<file path="config.mk">
export PLATFORM = sky130hd
export DESIGN_NAME = reg_bank8_flat
export DESIGN_NICKNAME = d
export VERILOG_FILES = /design/src/rtl/reg_bank8_pkg.sv /design/src/rtl/reg_bank8_if.sv /design/src/rtl/reg_bank8_clr_seq.sv /design/src/rtl/reg_bank8.sv /design/src/flat_wrapper.sv
export SDC_FILE = /design/constraint.sdc
export NUM_CORES = 1
export LEC_CHECK = 0
export BUFFER_PORTS_ARGS = -buffer_cell sky130_fd_sc_hd__clkbuf_2
export CORE_ASPECT_RATIO = 0.9
export CORE_UTILIZATION = 55
export DETAILED_ROUTE_END_ITERATION = 6
export MAX_ROUTING_LAYER = met4
export PLACE_DENSITY = 0.79
export SLEW_MARGIN = 5
export SYNTH_ARGS = -nofsm -noshare
export SYNTH_HDL_FRONTEND = slang
export SYNTH_SLANG_ARGS = --single-unit
</file>
<file path="constraint.sdc">
create_clock -name clk -period 3.2 [get_ports clk]
set_input_delay 0.64 -clock clk [delete_from_list [all_inputs] [get_ports clk]]
set_output_delay 0.64 -clock clk [all_outputs]
set_load 0.01 [all_outputs]
</file>
<file path="src/rtl/reg_bank8_pkg.sv">
// rtl/reg_bank8_pkg.sv - shared constants and FSM encoding for reg_bank8
package reg_bank8_pkg;

    typedef enum logic {
        IDLE  = 1'b0,
        CLEAR = 1'b1
    } state_t;

    localparam int NUM_ENTRIES = 8;
    localparam int ADDR_W      = 3;
    localparam logic [3:0] CNT_MAX = 4'd15;

endpackage

</file>
<file path="src/rtl/reg_bank8_if.sv">
// rtl/reg_bank8_if.sv - write/clear handshake and entry outputs of reg_bank8
interface reg_bank8_if
    import reg_bank8_pkg::*;
#(
    parameter int WIDTH = 8
);
    logic              wr_valid;
    logic              wr_ready;
    logic [ADDR_W-1:0] wr_addr;
    logic [WIDTH-1:0]  wr_data;
    logic              clr_req;
    logic              busy;
    logic [WIDTH-1:0]  q0, q1, q2, q3, q4, q5, q6, q7;
    logic [3:0]        wr_cnt;

    modport master (
        output wr_valid, wr_addr, wr_data, clr_req,
        input  wr_ready, busy, wr_cnt,
        input  q0, q1, q2, q3, q4, q5, q6, q7
    );

    modport slave (
        input  wr_valid, wr_addr, wr_data, clr_req,
        output wr_ready, busy, wr_cnt,
        output q0, q1, q2, q3, q4, q5, q6, q7
    );
endinterface

</file>
<file path="src/rtl/reg_bank8_clr_seq.sv">
// rtl/reg_bank8_clr_seq.sv - IDLE/CLEAR sequencer walking the clear index 0..7
module reg_bank8_clr_seq
    import reg_bank8_pkg::*;
(
    input  logic              clk,
    input  logic              rst_n,
    input  logic              clr_req,
    output logic              busy,
    output logic              clr_we,
    output logic [ADDR_W-1:0] clr_idx
);
    state_t            state;
    logic [ADDR_W-1:0] idx;

    // State and index advance; clr_req is only looked at in IDLE so a repeat pulse cannot restart
    always_ff @(posedge clk or negedge rst_n) begin
        if (!rst_n) begin
            state <= IDLE;
            idx   <= '0;
        end else begin
            case (state)
                IDLE: begin
                    if (clr_req) begin
                        state <= CLEAR;
                        idx   <= '0;
                    end
                end
                CLEAR: begin
                    idx <= idx + 3'd1;
                    if (idx == 3'(NUM_ENTRIES - 1)) begin
                        state <= IDLE;
                    end
                end
                default: state <= IDLE;
            endcase
        end
    end

    assign busy    = (state == CLEAR);
    assign clr_we  = (state == CLEAR);
    assign clr_idx = idx;
endmodule

</file>
<file path="src/rtl/reg_bank8.sv">
// rtl/reg_bank8.sv - 8-entry register bank with sequential clear; optional REG_BANK8_BYPASS_EN write-through
module reg_bank8
    import reg_bank8_pkg::*;
#(
    parameter int               WIDTH   = 8,
    parameter logic [WIDTH-1:0] CLR_VAL = '0
)(
    input logic        clk,
    input logic        rst_n,
    reg_bank8_if.slave bus
);
    logic              busy;
    logic              clr_we;
    logic [ADDR_W-1:0] clr_idx;
    logic              accept;
    logic              clr_start;
    logic [3:0]        cnt;
    logic [WIDTH-1:0]  entry  [NUM_ENTRIES];
    logic [WIDTH-1:0]  q_view [NUM_ENTRIES];

    reg_bank8_clr_seq u_clr_seq (
        .clk     (clk),
        .rst_n   (rst_n),
        .clr_req (bus.clr_req),
        .busy    (busy),
        .clr_we  (clr_we),
        .clr_idx (clr_idx)
    );

    assign accept    = bus.wr_valid && !busy;
    assign clr_start = bus.clr_req && !busy;

    // Entry storage: writes happen only in IDLE, clears only in CLEAR, so they never collide
    always_ff @(posedge clk or negedge rst_n) begin
        if (!rst_n) begin
            for (int i = 0; i < NUM_ENTRIES; i++) begin
                entry[i] <= CLR_VAL;
            end
        end else if (clr_we) begin
            entry[clr_idx] <= CLR_VAL;
        end else if (accept) begin
            entry[bus.wr_addr] <= bus.wr_data;
        end
    end

    // Accepted-write counter; entering CLEAR wins over a same-edge write increment
    always_ff @(posedge clk or negedge rst_n) begin
        if (!rst_n) begin
            cnt <= '0;
        end else if (clr_start) begin
            cnt <= '0;
        end else if (accept && cnt != CNT_MAX) begin
            cnt <= cnt + 4'd1;
        end
    end

    // Output view of the entries, optionally showing the in-flight write data
    always_comb begin
        for (int i = 0; i < NUM_ENTRIES; i++) begin
            q_view[i] = entry[i];
`ifdef REG_BANK8_BYPASS_EN
            if (accept && bus.wr_addr == ADDR_W'(i)) begin
                q_view[i] = bus.wr_data;
            end
`endif
        end
    end

    assign bus.wr_ready = !busy;
    assign bus.busy     = busy;
    assign bus.wr_cnt   = cnt;
    assign bus.q0       = q_view[0];
    assign bus.q1       = q_view[1];
    assign bus.q2       = q_view[2];
    assign bus.q3       = q_view[3];
    assign bus.q4       = q_view[4];
    assign bus.q5       = q_view[5];
    assign bus.q6       = q_view[6];
    assign bus.q7       = q_view[7];
endmodule

</file>
<file path="src/flat_wrapper.sv">
// flat-port wrapper written by rule: the top's interface ports become plain ports
module reg_bank8_flat import reg_bank8_pkg::*;
#(
    parameter int               WIDTH   = 8,
    parameter logic [WIDTH-1:0] CLR_VAL = '0
)
  (clk, rst_n, bus_wr_valid, bus_wr_addr, bus_wr_data, bus_clr_req, bus_wr_ready, bus_busy, bus_wr_cnt, bus_q0, bus_q1, bus_q2, bus_q3, bus_q4, bus_q5, bus_q6, bus_q7);
  reg_bank8_if #(.WIDTH(WIDTH)) bus_i ();
  input logic clk;
  input logic rst_n;
  input wire logic [$bits(bus_i.wr_valid)-1:0] bus_wr_valid;
  input wire logic [$bits(bus_i.wr_addr)-1:0] bus_wr_addr;
  input wire logic [$bits(bus_i.wr_data)-1:0] bus_wr_data;
  input wire logic [$bits(bus_i.clr_req)-1:0] bus_clr_req;
  output wire logic [$bits(bus_i.wr_ready)-1:0] bus_wr_ready;
  output wire logic [$bits(bus_i.busy)-1:0] bus_busy;
  output wire logic [$bits(bus_i.wr_cnt)-1:0] bus_wr_cnt;
  output wire logic [$bits(bus_i.q0)-1:0] bus_q0;
  output wire logic [$bits(bus_i.q1)-1:0] bus_q1;
  output wire logic [$bits(bus_i.q2)-1:0] bus_q2;
  output wire logic [$bits(bus_i.q3)-1:0] bus_q3;
  output wire logic [$bits(bus_i.q4)-1:0] bus_q4;
  output wire logic [$bits(bus_i.q5)-1:0] bus_q5;
  output wire logic [$bits(bus_i.q6)-1:0] bus_q6;
  output wire logic [$bits(bus_i.q7)-1:0] bus_q7;
  assign bus_i.wr_valid = bus_wr_valid;
  assign bus_i.wr_addr = bus_wr_addr;
  assign bus_i.wr_data = bus_wr_data;
  assign bus_i.clr_req = bus_clr_req;
  assign bus_wr_ready = bus_i.wr_ready;
  assign bus_busy = bus_i.busy;
  assign bus_wr_cnt = bus_i.wr_cnt;
  assign bus_q0 = bus_i.q0;
  assign bus_q1 = bus_i.q1;
  assign bus_q2 = bus_i.q2;
  assign bus_q3 = bus_i.q3;
  assign bus_q4 = bus_i.q4;
  assign bus_q5 = bus_i.q5;
  assign bus_q6 = bus_i.q6;
  assign bus_q7 = bus_i.q7;
  reg_bank8 #(.WIDTH(WIDTH), .CLR_VAL(CLR_VAL)) u_core (.clk(clk), .rst_n(rst_n), .bus(bus_i));
endmodule
</file>
# Yosys cells after proc, flatten, opt, wreduce, memory -nomap -nowiden
# Index checks and enable logic that the tools add are counted.
# Widths: inputs -> output; s select.
dict set report totals {
  ff_bits 72
  in_bits 15
  out_inout_bits 70
}
dict set report op_classes {
  add_sub_neg 2
  order_cmp 4
  n_eq_ne 3
  mux 14
  bitwise_logic 5
  n_reduce_logical 8
}
# cell n
set ops {}
lappend ops {{$mux 64} 2}
lappend ops {{$and 64x64->64} 1}
lappend ops {{$bwmux 64} 1}
lappend ops {{$not 64->64} 1}
lappend ops {{$demux 8 s3} 2}
lappend ops {{$mux 8} 2}
lappend ops {{$ge 4x4->1 const B} 2}
lappend ops {{$lt 4x1->1 const B} 2}
lappend ops {{$mux 4} 2}
lappend ops {{$not 3->4} 2}
lappend ops {{$pmux 3 s2} 1}
lappend ops {{$logic_and 1x1->1} 5}
lappend ops {{$add 4x1->4 const B} 1}
lappend ops {{$ne 4x4->1 const B} 1}
lappend ops {{$reduce_bool 2->1} 2}
lappend ops {{$add 3x1->3 const B} 1}
lappend ops {{$eq 3x3->1 const B} 1}
lappend ops {{$mux 3} 1}
lappend ops {{$mux 1} 2}
lappend ops {{$ne 2x2->1 const B} 1}
lappend ops {{$pmux 1 s2} 1}
lappend ops {{$logic_not 1->1} 1}
lappend ops {{$not 1->1} 1}

# Logic depth before layout (Yosys ltp)
# Gate-level depths: netlist of run 1.
dict set report logic_depth {
  depth_word 8
  depth_mapped 5
  depth_no_buf 4
}

# Modules after synthesis
# A second synthesis of run 1 with hierarchy kept.
dict set report hier_totals {
  cells_unflattened 269
  area_unflattened_um2 3164.3
}
# module instances cells_each area_per_inst_um2 seq_area_each_um2
set by_module_without_submodules {}
lappend by_module_without_submodules {reg_bank8 1 256 2986.6 1701.6}
lappend by_module_without_submodules {reg_bank8_clr_seq 1 13 177.7 100.1}

# Worst setup path after synthesis of run 1
# No wires, ideal clock.
dict set report synth_path {
  path_type {input-to-reg}
  start {in bus_wr_valid}
  end {reg u_core.entry (netlist bit u_core.bus.q6[0])}
  t_arrival_ns 1.365
  path_slack_ns 1.755
  cell_stages 3
  path_cell_list {nand2b_1 nor3_4 mux2i_1}
}
dict set report synth_between {
  elab_chain_len 2
}
# element line
set synth_lines {}
lappend synth_lines {{from (decl)} flat_wrapper.sv:11} ;# input wire logic [$bits(bus_i.wr_valid)-1:0] bus_wr_valid;
lappend synth_lines {{$logic_and 1x1->1} reg_bank8.sv:30} ;# assign accept = bus.wr_valid && !busy;
lappend synth_lines {{$reduce_bool 2->1 (no line)} n/a}
lappend synth_lines {{to (signal, indexed assignment)} reg_bank8.sv:42} ;# entry[bus.wr_addr] <= bus.wr_data;
lappend synth_lines {{to (decl)} reg_bank8.sv:18} ;# logic [WIDTH-1:0] entry [NUM_ENTRIES];
# Every way passes these cells.
# A chain may end at the register's enable or synchronous reset.

# Worst setup path after layout of run 1
dict set report layout_path {
  start {reg u_core.u_clr_seq.state (netlist: u_core.u_clr_seq.busy)}
  end {out bus_wr_ready}
}
dict set report layout_between {
  elab_chain_len 1
}
# element line
set layout_lines {}
lappend layout_lines {{from (decl)} reg_bank8_clr_seq.sv:12} ;# state_t state;
lappend layout_lines {{from (signal assigned)} reg_bank8_clr_seq.sv:18} ;# state <= IDLE;
lappend layout_lines {{from (signal assigned)} reg_bank8_clr_seq.sv:24} ;# state <= CLEAR;
lappend layout_lines {{from (signal assigned)} reg_bank8_clr_seq.sv:31} ;# state <= IDLE;
lappend layout_lines {{$logic_not 1->1} reg_bank8.sv:69} ;# assign bus.wr_ready = !busy;
lappend layout_lines {{to (decl)} flat_wrapper.sv:15} ;# output wire logic [$bits(bus_i.wr_ready)-1:0] bus_wr_ready;
# Every way passes these cells.

==> impl_metrics.yaml, run 1 <==
global_routing:
  gr-usage-all-layers: 0.267
  grt_pass1_wl_um: 11100
  grt_max_degree: 43
  grt_pass1_vias: 2200
  antenna_found_initial: 0
  overflow: 0
placement:
  post-place-ws_ns: 1.27
  gp_congestion: 0.837
  dp.cells: 415
  hpwl_um: 4830
  place_area_um2: 3640
  port_buffers: 84
cts:
  worst_skew_pair.late_latency_ns: 0.34
  clk_path_buf_depth: 2
  cts_tree: "yes"
  ctsRootBufferMaster: "clkbuf_8"
  clkTransAtPathRegs_ns: 0.07
  cts_sinks: 72
  cts.hold.buffers_added: 0
  cts_setup_buffers: 0
  cts_htree_levels: 3
  cts_resized: 0
  cts_made_buffers: 9
yosys:
  ys_seq_elements: 72
  syn_nets: 291
  avgSynthCellArea_um2: 11.6
  ys_types: 35
  synth.area.top_cells: "dfrtp_1, mux2i_1, nand2_1"
  synth_warnings: 0
  syn_area_um2: 3170
  synth.largest_area_cell: "dfrtp_1"
  synth_top_area_frac: 0.568
  yosysSeqAreaShare: 0.568
  synth_cells: 273
status:
  status: "finished, final reports clean"
route:
  routed_wl_um: 6930
  wl_per_cell_um: 16.1
  firstDrtPassIters: 5
  drtIter0Drc: 86
  detail-route-antenna-nets: 0
  vias: 2302
  routed_via_density: 5.35
  drcViolationCount: 0
finish:
  post-route-util: 0.700
  final_cell_count_no_fill: 430
  drive_gt1_frac: 0.287
  syn_to_final_growth_pct: 19.5
  nets: 377
  fill_cells: 450
  stdcell_area_um2: 3790
  n_antenna_cell: 0
job:
  cap_violations: 0
floorplanning:
  initial_utilization: 0.586
  die_w_um: 82.0
  core-area_um2: 5410
  dieArea_um2: 6070
  rows: 25
  die_h_um: 74.0
  ioPinCount: 85
timing:
  fin_crit_sh: 0.677
  max_slew_margin: 0.511
  rsz0062_at_grt: "no"
  slew_violations: 0
  holdWs_ns: 0.356
  min_period_ns: 2.17
  setup_ws_ns: 1.03
  clock_skew_ns: 0.00715
  final-hold-violation-count: 0
  setup_violations: 0
  worst_pin_slew_ns: 0.734
  max_freq_ghz: 0.461
  fin_tns_setup_ns: 0
setup_path:
  crit_path_max_fanout: 17
  start_kind: "flop"
  required_ns: 2.56
  critical_path_arrival_ns: 1.53
  worstRegToRegCells: 3
  crit_type: "reg -> out"
  r2r-start: "u_core.u_clr_seq.busy"
  cp-end-kind: "primary output"
  cp_slowest_cell: "dfrtp_1"
  cp_slowest_stage_delay_ns: 0.65
  path_cells: "clkinv_1 > clkbuf_2"
  reg2reg_to: "u_core.bus.q4[3]"
  rrSetupSlack_ns: 1.44
power_and_ir_drop:
  p_per_area_nw_per_um2: 876
  total_leakage_power_nw: 2.09
  total_power_mw: 3.32
  peakVddDrop_mv: 0.514
worst_hold_path:
  hold_class: "in -> async"
[flip-flops by register name, indices dropped and copies added, names as in the netlist]
register,flops
u_core.u_clr_seq.busy,1
u_core.bus.q7,8
u_core.bus.q6,8
u_core.u_clr_seq.clr_idx,3
u_core.bus.wr_cnt,4
u_core.bus.q5,8
u_core.bus.q1,8
u_core.bus.q2,8
u_core.bus.q3,8
u_core.bus.q0,8
u_core.bus.q4,8
[placed cells by master, fill, tap and decap left out, types with 2 or more instances in the layout]
master | Yosys | final
nor3b_1 | 2 | 2
buf_4 | 4 | 2
nand4bb_1 | 3 | 3
nand4_1 | 2 | 2
clkbuf_2 | 0 | 83
a21oi_1 | 2 | 2
clkbuf_8 | 0 | 9
mux2i_1 | 64 | 64
dfrtp_1 | 72 | 72
ha_1 | 3 | 3
nand2_1 | 70 | 70
nand2b_1 | 2 | 2
inv_1 | 10 | 10
nand4b_1 | 4 | 4
clkbuf_1 | 2 | 5
o21ai_0 | 5 | 5
nand3_1 | 4 | 4
nand3b_1 | 2 | 2
[layout make-up]
cell class,count,area [um2],share of cell area
Timing Repair Buffer,87,455,0.120
Clock buffer,14,143,0.0377
Inverter,11,41.3,0.0109
Clock inverter,1,5.00,0.00132
Sequential cell,72,1800,0.476
Tap cell,67,83.8,0.0221
Multi-Input combinational cell,178,1260,0.332
[where the power goes]
| part | leakage [nW] | internal [mW] | switching [mW] |
|---|---|---|---|
| sequential | 0.964 | 1.29 | 0.284 |
| combinational | 1.05 | 0.500 | 0.666 |
| clock | 0.0745 | 0.278 | 0.300 |
[cell usage after synthesis (all sizes together)]
cell type	instances
a21boi	1
nand4bb	3
a31oi	1
nand3b	3
ha	3
nor2b	1
o21ai	5
buf	10
nand4b	4
clkinv	1
dfrtp	72
o41ai	1
nand4	2
clkbuf	2
inv	10
and3	1
nand2b	2
o211ai	1
mux2i	64
nand3	5
a41o	1
nand2	71
nor2	2
nor3	1
a21oi	2
or4b	1
nor3b	3
[how the worst max path moves through the flow]
stage          slack (ns)               end                  start  cells past startpoint
2_1_floorplan        1.76  u_core.bus.q6[0]           bus_wr_valid                      3
3_3_place_gp         1.34  u_core.bus.q2[0]           bus_wr_valid                      4
3_5_place_dp         1.27  u_core.bus.q4[3]           bus_wr_valid                      4
4_1_cts              1.03      bus_wr_ready  u_core.u_clr_seq.busy                      2
5_1_grt              0.87      bus_wr_ready  u_core.u_clr_seq.busy                      2
6_report             1.03      bus_wr_ready  u_core.u_clr_seq.busy                      2
[metal layers]
metal	global-route usage	wire, um
met1	0.352	3170
met2	0.393	3250
met3	0.0847	433
met4	0.0877	79
met5	-	0
[kinds of logic (layout without fill, tap and decap cells)]
logic type / count (synthesis) / after routing / synth area share
simple gates: 99 / 99 / 0.159
flops: 72 / 72 / 0.568
mux: 64 / 64 / 0.202
buf+inv: 23 / 113 / 0.0351
compound gates: 12 / 12 / 0.0237
fa+ha+maj: 3 / 3 / 0.0118
[worst max-delay path: cells and delay by family (launching register included)]
kind,cells,cell delay [ns]
buffers and inverters,2,0.54
flip-flops,1,0.65
(Power assumes the default switching activity.)
==> inputs of run 2 (changes only) <==
CORE_UTILIZATION = 52   (was 55)
PLACE_DENSITY = 0.75   (was 0.79)
clock period = 2 ns   (was 3.2 ns; I/O delays follow)
==> run 2 against run 1 <==
Via count decreased by 0.26%. Cell count up 1.2%. Die area up 5.6%. Global-route usage fell by 2.1 points. Design area up 1.7%. Count of clock-buffer cells in the layout down 1. Non-clock buffer count grew 1. Combinational power rose by 62%. The run now ends with DRC left.
==> impl_metrics.yaml, run 2 (same netlist as run 1, synthesis figures left out) <==
placement:
  hpwl_um: 4730
  port_buffers: 84
  gp_congestion: 0.763
  dp.cells: 419
finish:
  final_common_cell: "clkbuf_2"
  nets: 378
  n_antenna_cell: 0
  final_cell_count_no_fill: 435
  syn_to_final_growth_pct: 21.4
  multiInputGateArea_um2: 1260
  fill_cells: 471
  seqCellArea_um2: 1800
  final_cell_mix: "clkbuf_2, dfrtp_1, nand2_1"
  drive_gt1_frac: 0.299
setup_path:
  cp-end-kind: "flop"
  critical_path_arrival_ns: 1.98
  crit_type: "reg -> reg"
  cp_slowest_stage_delay_ns: 0.56
  crit_path_max_fanout: 17
  crit_buf_inv: 0
  cp_slowest_cell: "dfrtp_1"
  start_kind: "flop"
  path_cells: "nor3b_2 > nand3b_1 > mux2i_1"
  crit_family: "simple AND/OR/NAND/NOR gates"
  required_ns: 2.24
global_routing:
  antenna_found_initial: 0
  grt_pass1_wl_um: 11500
  grt_max_degree: 73
  grt_pass1_vias: 2235
  overflow: 0
  gr-usage-all-layers: 0.246
route:
  wl_per_cell_um: 16.1
  firstDrtPassIters: 6
  routed_wl_um: 7020
  drcViolationCount: 17
  drtIter0Drc: 146
  vias: 2296
  detail-route-antenna-nets: 0
  routed_via_density: 5.28
cts:
  cts_resized: 0
  cts_made_buffers: 9
  clk_path_buf_depth: 2
  cts_htree_levels: 3
  ctsRootBufferMaster: "clkbuf_8"
  cts_sinks: 72
  worst_skew_pair.late_latency_ns: 0.34
  cts.hold.buffers_added: 0
  clkTransAtPathRegs_ns: 0.08
  cts_tree: "yes"
  cts_setup_buffers: 0
floorplanning:
  initial_utilization: 0.547
  core-area_um2: 5790
  die_h_um: 76.1
  dieArea_um2: 6410
  rows: 26
  die_w_um: 84.3
  ioPinCount: 85
timing:
  fin_crit_sh: 0.867
  worst_pin_slew_ns: 0.516
  rsz0062_at_grt: "no"
  max_slew_margin: 0.655
  setup_violations: 0
  min_period_ns: 1.73
  slew_violations: 0
  max_freq_ghz: 0.577
  final-hold-violation-count: 0
  clock_skew_ns: 0.0114
  fin_tns_setup_ns: 0
power_and_ir_drop:
  p_per_area_nw_per_um2: 1440
  total_leakage_power_nw: 2.12
  peakVddDrop_mv: 0.756
  total_power_mw: 5.56
status:
  violations: "DRC"
  status: "finished, violations left"
worst_hold_path:
  hold_class: "in -> async"
job:
  cap_violations: 0
## run 2: area by class of cell
cell class,instances,area share
sequential,72,0.468
tap,70,0.0228
clock buffer,13,0.0413
clock inverter,3,0.0104
multi-input combinational,178,0.326
timing repair buffer,88,0.120
inverter,11,0.0107
## run 2: through the flow
stage	utilization	cell area, um2	setup WS (ns)	hold WS [ns]
after floorplan	-	3170	0.592	0.104
after global placement	0.630	3650	0.334	0.458
after detailed placement	0.630	3650	0.309	0.456
after CTS	0.665	3850	0.252	0.0835
after global routing	0.665	3850	0.120	0.0818
final	0.665	3850	0.266	0.0587
## run 2: worst paths after layout
check,slack [ns],cells after the start,start,to
hold reg to reg,0.53,2,u_core.bus.q6[4],u_core.bus.q6[4]
hold / removal,0.06,2,rst_n,u_core.bus.q1[6]
setup reg to reg,0.27,3,u_core.u_clr_seq.busy,u_core.bus.q2[4]
max in group asynchronous,1.62,2,rst_n,u_core.bus.q2[6]
min in group clk,0.35,2,bus_clr_req,u_core.u_clr_seq.clr_idx[1]
setup / recovery,0.27,3,u_core.u_clr_seq.busy,u_core.bus.q2[4]
## run 2: power breakdown
part	total, mW	switching, mW	internal (mW)	leakage (nW)
registers	2.51	0.449	2.06	0.964
clock network	1.16	0.513	0.642	0.103
logic	1.89	1.08	0.809	1.06
## run 2: worst reg2reg max path: cells and delay by family, from the launching register on
kind / cells / cell delay [ns]
and+or+nand+nor: 2 / 0.78
muxes: 1 / 0.30
DFF: 1 / 0.56
## run 2: per-layer routing
metal / track usage / wire, um / vias to the layer above
li1: - / - / 1106
met1: 0.336 / 3320 / 1115
met2: 0.363 / 3270 / 67
met3: 0.0433 / 322 / 8
met4: 0.109 / 112 / 0
met5: - / 0 / -
